`config.mk`:
```
export PLATFORM = sky130hd
export DESIGN_NAME = swlw_symbol_encoder_flat
export DESIGN_NICKNAME = d
export VERILOG_FILES = /design/src/rtl/swlw_symbol_encoder_if.sv /design/src/rtl/swlw_symbol_encoder.sv /design/src/flat_wrapper.sv
export SDC_FILE = /design/constraint.sdc
export NUM_CORES = 1
export LEC_CHECK = 0
export BUFFER_PORTS_ARGS = -buffer_cell sky130_fd_sc_hd__buf_2
export CAP_MARGIN = 20
export CORE_MARGIN = 10
export CORE_UTILIZATION = 56
export DETAILED_ROUTE_END_ITERATION = 8
export PLACE_DENSITY = 0.93
export SLEW_MARGIN = 20
export SYNTH_ARGS = -nofsm -noshare
export SYNTH_HDL_FRONTEND = slang
export SYNTH_SLANG_ARGS = --single-unit
```
`constraint.sdc`:
```
create_clock -name clk -period 12.4 [get_ports clk]
set_clock_uncertainty 0.15 [all_clocks]
set_input_delay 2.48 -clock clk [delete_from_list [all_inputs] [get_ports clk]]
set_output_delay 2.48 -clock clk [all_outputs]
set_load 0.02 [all_outputs]
```
`src/rtl/swlw_symbol_encoder_if.sv`:
```
// Commit-stage bus into the swlw symbol encoder: two commit ports per cycle, port 0 is the older one.
interface swlw_symbol_encoder_if #(
    parameter int ADDR_W = 64
) ();
    logic [1:0]          valid;
    logic [1:0]          store;
    logic [1:0]          load;
    logic [2*ADDR_W-1:0] addr;

    modport master (output valid, output store, output load, output addr);
    modport slave  (input valid, input store, input load, input addr);
endinterface

```
`src/rtl/swlw_symbol_encoder.sv`:
```
// Turns committed instructions into the 8-bit swlw automaton symbol stream and sequences the automaton run/reset.
// Optional build macro SWLW_ENC_FILTER_EN: discard class-00 (neither store nor load) commits before the FIFO.
module swlw_symbol_encoder #(
    parameter int FIFO_DEPTH = 8,
    parameter int RST_CYCLES = 2,
    parameter int ADDR_W     = 64
) (
    input  logic                        clk,
    input  logic                        rst_n,
    input  logic                        enable_i,
    swlw_symbol_encoder_if.slave        commit,
    output logic [7:0]                  mon_symbols_o,
    output logic                        mon_run_o,
    output logic                        mon_reset_o,
    output logic                        busy_o,
    output logic                        overflow_o,
    output logic [7:0]                  drop_cnt_o
);
    localparam int PTR_W = $clog2(FIFO_DEPTH);
    localparam int CNT_W = PTR_W + 1;
    localparam int RC_W  = (RST_CYCLES > 1) ? $clog2(RST_CYCLES) : 1;
    localparam logic [RC_W-1:0] RC_LOAD = RC_W'(RST_CYCLES - 1);

    typedef enum logic [1:0] {
        ST_IDLE   = 2'd0,
        ST_RST    = 2'd1,
        ST_STREAM = 2'd2,
        ST_DRAIN  = 2'd3
    } state_t;

    state_t             state_r;
    logic [RC_W-1:0]    rst_cnt_r;
    logic [7:0]         mem_r [FIFO_DEPTH];
    logic [PTR_W-1:0]   rd_ptr_r;
    logic [PTR_W-1:0]   wr_ptr_r;
    logic [CNT_W-1:0]   count_r;

    logic [7:0]         sym0_s;
    logic [7:0]         sym1_s;
    logic               cand0_s;
    logic               cand1_s;
    logic               in_emit_s;
    logic               emit_stored_s;
    logic [CNT_W-1:0]   cap_s;
    logic               acc0_s;
    logic               acc1_s;
    logic               byp_s;
    logic [1:0]         n_acc_s;
    logic [1:0]         n_wr_s;
    logic [1:0]         n_drop_s;
    logic [7:0]         first_s;
    logic [7:0]         wr_a_s;
    logic [8:0]         drop_sum_s;
    logic               unused_addr_s;

    // Symbol layout: {port[1:0], class = {load, store}, addr[5:2]}
    function automatic logic [7:0] encode_symbol(input logic port, input logic store,
                                                 input logic load, input logic [3:0] addr_bits);
        return {1'b0, port, load, store, addr_bits};
    endfunction

    assign sym0_s = encode_symbol(1'b0, commit.store[0], commit.load[0], commit.addr[5:2]);
    assign sym1_s = encode_symbol(1'b1, commit.store[1], commit.load[1], commit.addr[ADDR_W+5:ADDR_W+2]);
    assign unused_addr_s = ^commit.addr;

`ifdef SWLW_ENC_FILTER_EN
    assign cand0_s = (state_r == ST_STREAM) & commit.valid[0] & (commit.store[0] | commit.load[0]);
    assign cand1_s = (state_r == ST_STREAM) & commit.valid[1] & (commit.store[1] | commit.load[1]);
`else
    assign cand0_s = (state_r == ST_STREAM) & commit.valid[0];
    assign cand1_s = (state_r == ST_STREAM) & commit.valid[1];
`endif

    // A stored entry leaves this cycle, so its slot is already usable by this cycle's commits.
    assign in_emit_s     = (state_r == ST_STREAM) | (state_r == ST_DRAIN);
    assign emit_stored_s = in_emit_s & (count_r != CNT_W'(0));
    assign cap_s         = CNT_W'(FIFO_DEPTH) - count_r + CNT_W'(emit_stored_s);
    assign acc0_s        = cand0_s & (cap_s >= CNT_W'(1));
    assign acc1_s        = cand1_s & (cap_s >= (acc0_s ? CNT_W'(2) : CNT_W'(1)));
    assign n_acc_s       = {1'b0, acc0_s} + {1'b0, acc1_s};
    assign n_drop_s      = {1'b0, cand0_s & ~acc0_s} + {1'b0, cand1_s & ~acc1_s};
    assign drop_sum_s    = {1'b0, drop_cnt_o} + {7'd0, n_drop_s};

    // Empty FIFO: the oldest accepted commit goes straight to the output register.
    assign byp_s   = in_emit_s & (count_r == CNT_W'(0)) & (n_acc_s != 2'd0);
    assign first_s = acc0_s ? sym0_s : sym1_s;
    assign n_wr_s  = n_acc_s - {1'b0, byp_s};
    assign wr_a_s  = byp_s ? sym1_s : first_s;

    // Symbol storage (no reset needed; occupancy is tracked by the pointers)
    always_ff @(posedge clk) begin
        if (n_wr_s != 2'd0) begin
            mem_r[wr_ptr_r] <= wr_a_s;
        end
        if (n_wr_s == 2'd2) begin
            mem_r[wr_ptr_r + PTR_W'(1)] <= sym1_s;
        end
    end

    // FIFO pointers and occupancy
    always_ff @(posedge clk) begin
        if (!rst_n) begin
            rd_ptr_r <= PTR_W'(0);
            wr_ptr_r <= PTR_W'(0);
            count_r  <= CNT_W'(0);
        end else begin
            wr_ptr_r <= wr_ptr_r + PTR_W'(n_wr_s);
            rd_ptr_r <= rd_ptr_r + PTR_W'(emit_stored_s);
            count_r  <= count_r + CNT_W'(n_wr_s) - CNT_W'(emit_stored_s);
        end
    end

    // Session FSM with registered automaton controls, symbol output and drop status
    always_ff @(posedge clk) begin
        if (!rst_n) begin
            state_r       <= ST_IDLE;
            rst_cnt_r     <= RC_W'(0);
            mon_reset_o   <= 1'b1;
            mon_run_o     <= 1'b0;
            mon_symbols_o <= 8'h00;
            busy_o        <= 1'b0;
            overflow_o    <= 1'b0;
            drop_cnt_o    <= 8'd0;
        end else begin
            if (emit_stored_s) begin
                mon_symbols_o <= mem_r[rd_ptr_r];
                mon_run_o     <= 1'b1;
            end else if (byp_s) begin
                mon_symbols_o <= first_s;
                mon_run_o     <= 1'b1;
            end else begin
                mon_run_o     <= 1'b0;
            end

            if (n_drop_s != 2'd0) begin
                overflow_o <= 1'b1;
                drop_cnt_o <= drop_sum_s[8] ? 8'hFF : drop_sum_s[7:0];
            end

            case (state_r)
                ST_IDLE: begin
                    if (enable_i) begin
                        state_r     <= ST_RST;
                        rst_cnt_r   <= RC_LOAD;
                        mon_reset_o <= 1'b1;
                        busy_o      <= 1'b1;
                        overflow_o  <= 1'b0;
                        drop_cnt_o  <= 8'd0;
                    end else begin
                        mon_reset_o <= 1'b1;
                        busy_o      <= 1'b0;
                    end
                end
                ST_RST: begin
                    busy_o <= 1'b1;
                    if (rst_cnt_r == RC_W'(0)) begin
                        state_r     <= ST_STREAM;
                        mon_reset_o <= 1'b0;
                    end else begin
                        rst_cnt_r   <= rst_cnt_r - RC_W'(1);
                        mon_reset_o <= 1'b1;
                    end
                end
                ST_STREAM: begin
                    mon_reset_o <= 1'b0;
                    busy_o      <= 1'b1;
                    if (!enable_i) begin
                        state_r <= ST_DRAIN;
                    end
                end
                ST_DRAIN: begin
                    // Leave only once the last symbol has been shown, so run and reset never overlap.
                    if (enable_i) begin
                        state_r     <= ST_STREAM;
                        mon_reset_o <= 1'b0;
                        busy_o      <= 1'b1;
                    end else if (count_r == CNT_W'(0)) begin
                        state_r     <= ST_IDLE;
                        mon_reset_o <= 1'b1;
                        busy_o      <= 1'b0;
                    end else begin
                        mon_reset_o <= 1'b0;
                        busy_o      <= 1'b1;
                    end
                end
                default: begin
                    state_r     <= ST_IDLE;
                    mon_reset_o <= 1'b1;
                    busy_o      <= 1'b0;
                end
            endcase
        end
    end
endmodule
```
`src/flat_wrapper.sv`:
```
// flat-port wrapper written by rule: the top's interface ports become plain ports
module swlw_symbol_encoder_flat 
#(
    parameter int FIFO_DEPTH = 8,
    parameter int RST_CYCLES = 2,
    parameter int ADDR_W     = 64
)
  (clk, rst_n, enable_i, mon_symbols_o, mon_run_o, mon_reset_o, busy_o, overflow_o, drop_cnt_o, commit_valid, commit_store, commit_load, commit_addr);
  swlw_symbol_encoder_if #(.ADDR_W(ADDR_W)) commit_i ();
  input  logic clk;
  input  logic rst_n;
  input  logic enable_i;
  output logic [7:0] mon_symbols_o;
  output logic mon_run_o;
  output logic mon_reset_o;
  output logic busy_o;
  output logic overflow_o;
  output logic [7:0] drop_cnt_o;
  input wire logic [$bits(commit_i.valid)-1:0] commit_valid;
  input wire logic [$bits(commit_i.store)-1:0] commit_store;
  input wire logic [$bits(commit_i.load)-1:0] commit_load;
  input wire logic [$bits(commit_i.addr)-1:0] commit_addr;
  assign commit_i.valid = commit_valid;
  assign commit_i.store = commit_store;
  assign commit_i.load = commit_load;
  assign commit_i.addr = commit_addr;
  swlw_symbol_encoder #(.FIFO_DEPTH(FIFO_DEPTH), .RST_CYCLES(RST_CYCLES), .ADDR_W(ADDR_W)) u_core (.clk(clk), .rst_n(rst_n), .enable_i(enable_i), .commit(commit_i), .mon_symbols_o(mon_symbols_o), .mon_run_o(mon_run_o), .mon_reset_o(mon_reset_o), .busy_o(busy_o), .overflow_o(overflow_o), .drop_cnt_o(drop_cnt_o));
endmodule
```
==> results of run 1 <==
## worst register-to-register path: cells and delay by family (launching register included)
family	cells	cell delay [ps]
compound gates	3	550
fa+ha+maj	6	1760
buf+inv	4	720
flops	1	830
simple gates	11	2660
## placed cells by master, fill, tap and decap left out, drive strengths merged, types with 7 or more instances in the layout
cell type  Yosys  routed
ha            24      24
a31oi          7       7
edfxtp        48      48
clkbuf        21      12
mux2i         26      26
o21ai         21      21
buf           13      36
nor2          20      20
nand3         25      25
and2          11      11
nor2b          8       8
dfxtp         40      40
inv           24      25
a21oi         22      22
nand2         38      38
a22o          48      48
## per-stage QoR
step           area [µm²]  hold WS, ps  power, mW
2_1_floorplan        5240          294      0.513
3_3_place_gp         5400          288      0.547
3_5_place_dp         5400          296      0.564
4_1_cts              5610          310      0.769
5_1_grt              5620          345      0.811
6_report             5620          308      0.777
## power by group through the flow
| stage | clock (mW) | sequential [mW] | combinational (mW) |
|---|---|---|---|
| after floorplan | 0 | 0.345 | 0.168 |
| after global placement | 0 | 0.348 | 0.199 |
| after detailed placement | 0 | 0.350 | 0.213 |
| after CTS | 0.209 | 0.344 | 0.217 |
| after global routing | 0.221 | 0.347 | 0.243 |
| final | 0.209 | 0.345 | 0.223 |
## worst min-delay path by stage
| stage | cells past startpoint | startpoint | endpoint |
|---|---|---|---|
| after floorplan | 1 | u_core.mem_r[2][6]$_SDFFE_PP1N_ | u_core.mem_r[2][6]$_SDFFE_PP1N_ |
| after global placement | 2 | u_core.overflow_o$_SDFF_PN0_ | u_core.overflow_o$_SDFF_PN0_ |
| after detailed placement | 2 | u_core.overflow_o$_SDFF_PN0_ | u_core.overflow_o$_SDFF_PN0_ |
| after CTS | 2 | u_core.overflow_o$_SDFF_PN0_ | u_core.overflow_o$_SDFF_PN0_ |
| after global routing | 2 | u_core.overflow_o$_SDFF_PN0_ | u_core.overflow_o$_SDFF_PN0_ |
| final | 2 | u_core.overflow_o$_SDFF_PN0_ | u_core.overflow_o$_SDFF_PN0_ |
## cells by family after synthesis
kind of cell | after synthesis | share of synthesized area [%]
AO/OA/AOI/OAI | 141 | 22.1
flip-flops | 88 | 42.8
multiplexers | 29 | 6.04
buffers and inverters | 58 | 4.89
XOR/XNOR | 11 | 1.98
adder cells (fa/ha/maj) | 27 | 6.88
AND/OR/NAND/NOR | 144 | 15.3
other | 1 | 0.0715
## state kept, by name (all words and copies together) (netlist names)
signal                count
u_core.drop_cnt_o         8
u_core.mon_symbols_o      7
u_core.overflow_o         1
u_core.mon_run_o          1
u_core.state_r            2
u_core.rd_ptr_r           3
u_core.mem_r             56
u_core.count_r            4
u_core.rst_cnt_r          1
u_core.busy_o             1
u_core.mon_reset_o        1
u_core.wr_ptr_r           3
## layout make-up
type	instances	area [µm²]	area share, %
clock buffer	12	178	3.16
tap	111	139	2.47
inverter	24	90.1	1.60
timing repair buffer	36	183	3.25
multi-input combinational	353	2750	49.0
clock inverter	4	33.8	0.602
sequential	88	2240	39.9
## metal layers
metal  vias up  track usage (%)  wire length [µm]
met4         0             10.0               488
met1      1992             22.5              4840
li1       1900                -                 -
met2       236             31.6              6270
met3        52             3.95               996
met5         -                0                 0
==> impl_metrics.py, run 1 <==
metrics = {
    "outcome": {
        "outcome": "completed",
    },
    "setup_path": {
        "r2r_slack_ps": 5430,
        "crit_slowest_cell": "dfxtp_1",
        "cp.depth": 24,
        "cp-startpoint": "u_core.count_r[2]$_SDFF_PN0_",
        "start_kind": "register",
        "cp.arrival_ps": 6850,
        "cpPeakStageDelay_ps": 830,
        "cp_max_fo": 22,
        "worstSetupEndpoint": "u_core.mem_r[1][1]$_DFFE_PP_",
        "cp_cell_sequence": "inv_1 > ha_1 > or3b_2 > o21ai_2 > ha_1 > inv_1 > ha_1 > nor2b_1 > a32oi_1 > nor2_1 > nor2_1 > inv_1 > ha_1 > nand2b_1 > a21oi_1 > nand2_1 > nand3_1 > ha_1 > nor3_1 > ha_1 > inv_1 > or3_1 > or3_4 > nand2_1",
        "crit_required_ps": 12280,
        "cp_common_cell": "ha_1",
        "path_delay_family": "simple AND/OR/NAND/NOR gates",
        "r2r-end": "u_core.mem_r[1][1]$_DFFE_PP_",
        "worst_setup_path_end_kind": "register",
        "worstRegToRegCells": 24,
        "path_class": "register to register",
        "crit_buf_inv": 4,
        "rr_startpoint": "u_core.count_r[2]$_SDFF_PN0_",
    },
    "timing": {
        "max_slew.worst_pin.slew_ps": 771,
        "fin_crit_sh_pct": 56.2,
        "fin_tns_setup_ps": 0,
        "period_minus_slack_ps": 6970,
        "hold_viol": 0,
        "setup-violations-final": 0,
        "fin_ws_ps": 5430,
        "fmax_ghz": 0.143,
        "relSlewSlack_pct": 48.5,
        "rsz0062_at_grt": "false",
        "drv_slew": 0,
    },
    "logic_synthesis": {
        "synth_nets": 663,
        "synth_common_cells": "48 x a22o_1, 48 x edfxtp_1, 40 x dfxtp_1, 38 x nand2_1, 26 x mux2i_1",
        "async_flop_share_pct": 0,
        "syn_area_um2": 5240,
        "synth_area_leaders": "edfxtp_1 28%, dfxtp_1 15%, a22o_1 8.0%",
        "synth-edff-count": 48,
        "synth_top_area_cell": "edfxtp_1",
        "synth_top_area_share_pct": 27.5,
        "yosysWarnings": 0,
        "syn_area_per_cell_um2": 10.5,
        "ys_types": 62,
        "synthCells": 499,
        "ys.flop_type": "edfxtp_1",
        "ys_ff_latch": 88,
        "ys_seq_area_share_pct": 42.8,
    },
    "pwr": {
        "intPower_uw": 507,
        "clock_power_share_pct": 26.9,
        "p_per_area_nw_per_um2": 138,
        "p_leak_nw": 2.13,
        "pwr-share-seq_pct": 44.4,
        "p_sw_share_pct": 34.7,
        "combPwrFrac_pct": 28.7,
        "p_sw_uw": 270,
        "peakVddDrop_v": 0.0000937,
    },
    "floorplan": {
        "dieWidth_um": 117,
        "num_rows": 35,
        "die_y_um": 117,
        "io_pins": 157,
        "die_area_um2": 13600,
        "initial_core_util_pct": 57.0,
        "coreArea_um2": 9200,
    },
    "route": {
        "postRouteAntennaNets": 0,
        "wl_um": 12600,
        "first_iter_violations": 554,
        "drc": 0,
        "drt_first_pass_iters": 5,
        "via_per_inst": 6.66,
        "vias": 4180,
        "wl_per_cell_um": 20.1,
    },
    "placed_design": {
        "io_buffers": 35,
        "place.gp.congestion": 0.896,
        "dp_cells": 612,
        "hpwlAfterDp_um": 9320,
        "dp_slack_ps": 5370,
    },
    "layout": {
        "area_growth_pct": 7.14,
        "utilization_pct": 61.1,
        "final_net_count": 676,
        "antennaDiodeCount": 0,
        "drive_gt1_share_pct": 16.4,
        "final_cells": 628,
        "fillCellCount": 694,
    },
    "clocking": {
        "post-cts-setup-buffers": 0,
        "ctsResizeCount": 0,
        "cts_sinks": 88,
        "htreeDepth": 3,
        "clk_path_buf_depth": 2,
        "clkTransAtPathRegs_ps": 90,
        "ctsHoldBuffers": 0,
        "clock_latency_ps": 370,
        "numCtsBuffers": 9,
        "root_buffer": "clkbuf_8",
        "cts_tree": "yes",
    },
    "grt": {
        "grt_max_degree": 28,
        "antenna_found_initial": 0,
        "grt_pass1_wl_um": 20700,
        "grt_overflow": 0,
        "grt_pass1_vias": 4207,
        "track_usage_pct": 19.0,
    },
    "hold_path": {
        "min_path_type": "register to register",
    },
    "run": {
        "cap_viol_max_count": 0,
    },
}
No activity file was read; power rests on OpenSTA's default activity.
==> run 2, diff against run 1 <==
Settings changed: CORE_UTILIZATION 56 to 52, PLACE_DENSITY 0.93 to 0.87.
Clock period 12.4 ns to 6.7 ns, I/O delays scaled along.
==> run 2 against run 1 <==
  * Core utilization shrank 3.2 points
  * Register-to-register slack worse by 4800 ps
  * Via count up 0.29%
  * Cell area grew 0.69%
  * Cell count up 4.0%
  * Die area increased by 6.4%
  * Sequential power grew 80%
  * Clock power is 89% higher
  * Critical path depth grew 1
  * Sequential share of layout area fell by 0.27 points
==> impl_metrics.py, run 2 (synthesis gave the netlist of run 1 again) <==
metrics = {
    "outcome": {
        "outcome": "completed",
    },
    "pwr": {
        "p_per_area_nw_per_um2": 256,
        "p_leak_nw": 2.14,
        "total_power_mw": 1.45,
        "peakVddDrop_v": 0.000127,
    },
    "clocking": {
        "root_buffer": "clkbuf_8",
        "ctsResizeCount": 0,
        "ctsHoldBuffers": 0,
        "numCtsBuffers": 9,
        "htreeDepth": 3,
        "post-cts-setup-buffers": 0,
        "clock_latency_ps": 370,
        "cts_sinks": 88,
        "cts_tree": "yes",
        "clkTransAtPathRegs_ps": 90,
        "clk_path_buf_depth": 2,
    },
    "placed_design": {
        "place.gp.congestion": 0.904,
        "dp_slack_ps": 722,
        "dp_cells": 637,
        "io_buffers": 35,
        "hpwlAfterDp_um": 9250,
    },
    "route": {
        "drc": 0,
        "wl_per_cell_um": 19.6,
        "first_iter_violations": 438,
        "postRouteAntennaNets": 0,
        "wl_um": 12800,
        "vias": 4192,
        "drt_first_pass_iters": 5,
        "via_per_inst": 6.42,
    },
    "layout": {
        "final_cells": 653,
        "final_cell_mix": "48 x a22o_1, 48 x edfxtp_1, 40 x dfxtp_1, 38 x nand2_1, 35 x buf_2",
        "antennaDiodeCount": 0,
        "drive_gt1_share_pct": 16.7,
        "final_net_count": 679,
        "reg_top3": "u_core.mem_r: 56 flops, u_core.drop_cnt_o: 8 flops, u_core.mon_symbols_o: 7 flops",
        "top_register": "u_core.mem_r",
        "largest_reg_flops": 56,
        "area_growth_pct": 7.88,
    },
    "timing": {
        "max_slew.worst_pin.slew_ps": 1040,
        "relSlewSlack_pct": 30.7,
        "period_minus_slack_ps": 6110,
        "drv_slew": 0,
        "fin_ws_ps": 592,
        "fin_tns_setup_ps": 0,
        "setup-violations-final": 0,
        "hold_viol": 0,
        "fmax_ghz": 0.164,
        "rsz0062_at_grt": "false",
        "fin_crit_sh_pct": 91.2,
    },
    "floorplan": {
        "initial_core_util_pct": 53.6,
        "io_pins": 157,
        "coreArea_um2": 9770,
        "num_rows": 36,
        "die_area_um2": 14500,
        "die_y_um": 120,
        "dieWidth_um": 120,
    },
    "hold_path": {
        "min-delay-start": "u_core.overflow_o$_SDFF_PN0_",
        "hold_depth": 2,
        "min_path_type": "register to register",
        "holdPathEnd": "u_core.overflow_o$_SDFF_PN0_",
    },
    "run": {
        "cap_viol_max_count": 0,
    },
    "setup_path": {
        "path_class": "register to register",
        "r2r-end": "u_core.mem_r[5][0]$_DFFE_PP_",
        "cp.arrival_ps": 5990,
        "r2r_slack_ps": 590,
        "crit_required_ps": 6580,
        "worst_setup_path_end_kind": "register",
        "worstRegToRegCells": 25,
        "start_kind": "register",
        "rr_startpoint": "u_core.count_r[2]$_SDFF_PN0_",
        "cp_max_fo": 8,
    },
    "grt": {
        "grt_pass1_wl_um": 21200,
        "grt_max_degree": 28,
        "grt_overflow": 0,
        "track_usage_pct": 17.8,
        "grt_pass1_vias": 4192,
        "antenna_found_initial": 0,
    },
}
==> run 2: critical path, stage by stage, from the launching register on <==
cell and delay [ps]:
dfxtp_1 320, inv_1 240, ha_1 210, or3b_2 510
o21ai_1 130, ha_1 230, inv_1 60, ha_1 220
nor2b_1 160, a32oi_1 200, nor2_1 80, nor2_1 200
inv_1 130, ha_1 280, nand2b_1 100, a21oi_1 80
nand2_1 100, nand3_1 110, ha_1 250, nor3_1 360
ha_1 270, xor2_2 220, inv_2 120, or3_1 350
or3_4 370, nand2_1 330
==> run 2: worst max path at each step <==
stage          slack, ps                          from                            to
5_1_grt              190  u_core.count_r[2]$_SDFF_PN0_  u_core.mem_r[5][0]$_DFFE_PP_
3_5_place_dp         720  u_core.count_r[2]$_SDFF_PN0_  u_core.mem_r[5][3]$_DFFE_PP_
4_1_cts              660  u_core.count_r[2]$_SDFF_PN0_  u_core.mem_r[5][0]$_DFFE_PP_
3_3_place_gp         850  u_core.count_r[2]$_SDFF_PN0_  u_core.mem_r[5][3]$_DFFE_PP_
2_1_floorplan        860  u_core.count_r[2]$_SDFF_PN0_  u_core.mem_r[5][0]$_DFFE_PP_
6_report             590  u_core.count_r[2]$_SDFF_PN0_  u_core.mem_r[5][0]$_DFFE_PP_
==> run 2: layout make-up <==
cell class                      instances  area (µm²)
Tap cell                              133         166
Timing Repair Buffer                   39         205
Multi-Input combinational cell        353        2740
Fill cell                             795        4120
Clock inverter                          7        83.8
Sequential cell                        88        2240
Clock buffer                            9         124
Inverter                               24        90.1
==> run 2: where the power goes <==
| group | total [mW] | internal (mW) | switching, mW | leakage (nW) |
|---|---|---|---|---|
| clock network | 0.394 | 0.180 | 0.215 | 0.103 |
| registers | 0.620 | 0.599 | 0.0208 | 0.780 |
| logic | 0.436 | 0.164 | 0.272 | 1.25 |
==> run 2: routing by layer <==
metal,GRT usage (%),vias up,routed length (µm)
li1,-,1903,-
met1,20.2,2022,5010
met2,31.2,235,6570
met3,4.93,32,984
met4,6.41,0,255
met5,0,-,0
==> run 2: metrics by stage <==
step | util, % | instance area (µm²) | hold WS, ps
after floorplan | - | 5240 | 294
after global placement | 55.7 | 5450 | 289
after detailed placement | 55.7 | 5450 | 311
after CTS | 57.8 | 5650 | 324
after global routing | 57.8 | 5650 | 343
final | 57.8 | 5650 | 327
==> run 3, diff against run 2 <==
Settings changed: BUFFER_PORTS_ARGS -buffer_cell sky130_fd_sc_hd__buf_2 to unset, CORE_UTILIZATION 52 to 64, DONT_BUFFER_PORTS set to 1.
==> run 3 against run 2 <==
  * Cell count decreased by 10%
  * Combinational power decreased by 16%
  * Fmax decreased by 4.4%
  * Wire length decreased by 3.9%
  * Critical path depth unchanged
  * First-iteration DRC count decreased by 15%
  * Die area decreased by 16%
  * Global-route usage increased by 1.9 points
  * Clock power decreased by 13%
  * Register-to-register slack got worse by 280 ps
  * Cell area decreased by 4.4%
  * Sequential cell count unchanged
  * Critical path type unchanged
  * Largest power group unchanged
==> impl_metrics.py, run 3 (synthesis gave the netlist of run 1 again) <==
metrics = {
    "clocking": {
        "post-cts-setup-buffers": 0,
        "cts_tree": "yes",
        "cts_sinks": 88,
        "ctsResizeCount": 0,
        "root_buffer": "clkbuf_8",
        "ctsHoldBuffers": 0,
        "numCtsBuffers": 9,
        "clk_path_buf_depth": 2,
        "clock_latency_ps": 370,
        "clkTransAtPathRegs_ps": 90,
        "htreeDepth": 3,
    },
    "timing": {
        "setup-violations-final": 0,
        "max_slew.worst_pin.slew_ps": 969,
        "fin_crit_sh_pct": 95.3,
        "fin_tns_setup_ps": 0,
        "rsz0062_at_grt": "false",
        "holdWs_ps": 343,
        "relSlewSlack_pct": 35.4,
        "hold_viol": 0,
        "drv_slew": 0,
        "fin_ws_ps": 312,
        "period_minus_slack_ps": 6390,
        "fmax_ghz": 0.157,
    },
    "setup_path": {
        "cp_common_cell": "ha_1",
        "cp_max_fo": 22,
        "cp.arrival_ps": 6280,
        "crit_required_ps": 6590,
        "cpPeakStageDelay_ps": 550,
        "path_class": "register to register",
        "crit_slowest_cell": "dfxtp_1",
        "start_kind": "register",
        "worst_setup_path_end_kind": "register",
    },
    "pwr": {
        "p_leak_nw": 1.95,
        "total_power_mw": 1.36,
        "p_per_area_nw_per_um2": 251,
        "peakVddDrop_v": 0.000265,
    },
    "route": {
        "via_per_inst": 6.69,
        "vias": 3921,
        "wl_per_cell_um": 21.0,
        "drt_first_pass_iters": 5,
        "wl_um": 12300,
        "drc": 0,
        "first_iter_violations": 372,
        "postRouteAntennaNets": 0,
    },
    "floorplan": {
        "die_y_um": 110,
        "initial_core_util_pct": 66.8,
        "dieWidth_um": 110,
        "io_pins": 157,
        "num_rows": 32,
        "die_area_um2": 12200,
        "coreArea_um2": 7850,
    },
    "layout": {
        "antennaDiodeCount": 0,
        "top_register": "u_core.mem_r",
        "final_net_count": 643,
        "largest_reg_flops": 56,
        "fillCellCount": 584,
        "final_cell_mix": "48 x a22o_1, 48 x edfxtp_1, 40 x dfxtp_1, 38 x nand2_1, 26 x mux2i_1",
        "area_growth_pct": 3.13,
        "reg_top3": "u_core.mem_r: 56 flops, u_core.drop_cnt_o: 8 flops, u_core.mon_symbols_o: 7 flops",
        "drive_gt1_share_pct": 10.3,
    },
    "placed_design": {
        "place.gp.congestion": 0.935,
        "dp_slack_ps": 483,
        "io_buffers": 0,
        "hpwlAfterDp_um": 8890,
    },
    "grt": {
        "antenna_found_initial": 0,
        "grt_pass1_vias": 3742,
        "track_usage_pct": 19.7,
        "grt_pass1_wl_um": 20100,
        "grt_max_degree": 28,
        "grt_overflow": 0,
    },
    "run": {
        "cap_viol_max_count": 0,
    },
    "hold_path": {
        "min_path_type": "register to register",
    },
    "outcome": {
        "outcome": "completed",
    },
}
[run 3: cell count changes in the layout (fill, tap and decap cells not counted)]
| cell | before | now |
|---|---|---|
| buf_2 | 35 | 0 |
| bufinv_16 | 1 | 0 |
| clkinv_4 | 1 | 2 |
| clkinvlp_4 | 1 | 2 |
| clkinv_1 | 0 | 1 |
| buf_4 | 4 | 3 |
| inv_6 | 3 | 1 |
[run 3: per-layer routing]
| layer | wire length [µm] | share of wire (%) | GRT usage (%) | vias to the layer above |
|---|---|---|---|---|
| met4 | 209 | 1.7 | 6.56 | 0 |
| met2 | 6050 | 49 | 32.0 | 193 |
| met1 | 4760 | 39 | 25.3 | 1873 |
| li1 | - | - | - | 1832 |
| met5 | 0 | 0 | 0 | - |
| met3 | 1300 | 11 | 4.16 | 23 |
[run 3: final cells by class]
cell class	instances	area, µm²	share of cell area [%]
Sequential cell	88	2240	41.5
Clock buffer	9	124	2.29
Clock inverter	7	56.3	1.04
Multi-Input combinational cell	353	2740	50.7
Timing Repair Buffer	3	22.5	0.417
Inverter	24	90.1	1.67
Tap cell	102	128	2.36
[run 3: critical path: cells and delay by family (launching register included)]
family,cells,cell delay [ps]
AND/OR/NAND/NOR,11,2560
AO/OA/AOI/OAI,3,460
adder cells (fa/ha/maj),6,1430
XOR/XNOR,1,250
buffers and inverters,4,630
flip-flops,1,550
[run 3: final timing paths]
check	depth (start not counted)	slack, ps	startpoint	endpoint
setup / recovery	25	310	u_core.count_r[2]$_SDFF_PN0_	u_core.mem_r[1][3]$_DFFE_PP_
hold / removal	1	340	u_core.mem_r[4][6]$_SDFFE_PP1N_	u_core.mem_r[4][6]$_SDFFE_PP1N_
setup reg to reg	25	310	u_core.count_r[2]$_SDFF_PN0_	u_core.mem_r[1][3]$_DFFE_PP_
hold reg to reg	1	340	u_core.mem_r[4][6]$_SDFFE_PP1N_	u_core.mem_r[4][6]$_SDFFE_PP1N_
[run 3: through the flow]
stage          cell area [µm²]  cells  util, %
3_3_place_gp              5230    570     66.6
2_1_floorplan             5240    499        -
4_1_cts                   5410    586     68.9
3_5_place_dp              5230    570     66.6
6_report                  5410    586     68.9
5_1_grt                   5410    586     68.9
[run 3: power by group]
group / switching [mW] / internal (mW)
clock network: 0.204 / 0.138
logic: 0.216 / 0.152
registers: 0.0490 / 0.599
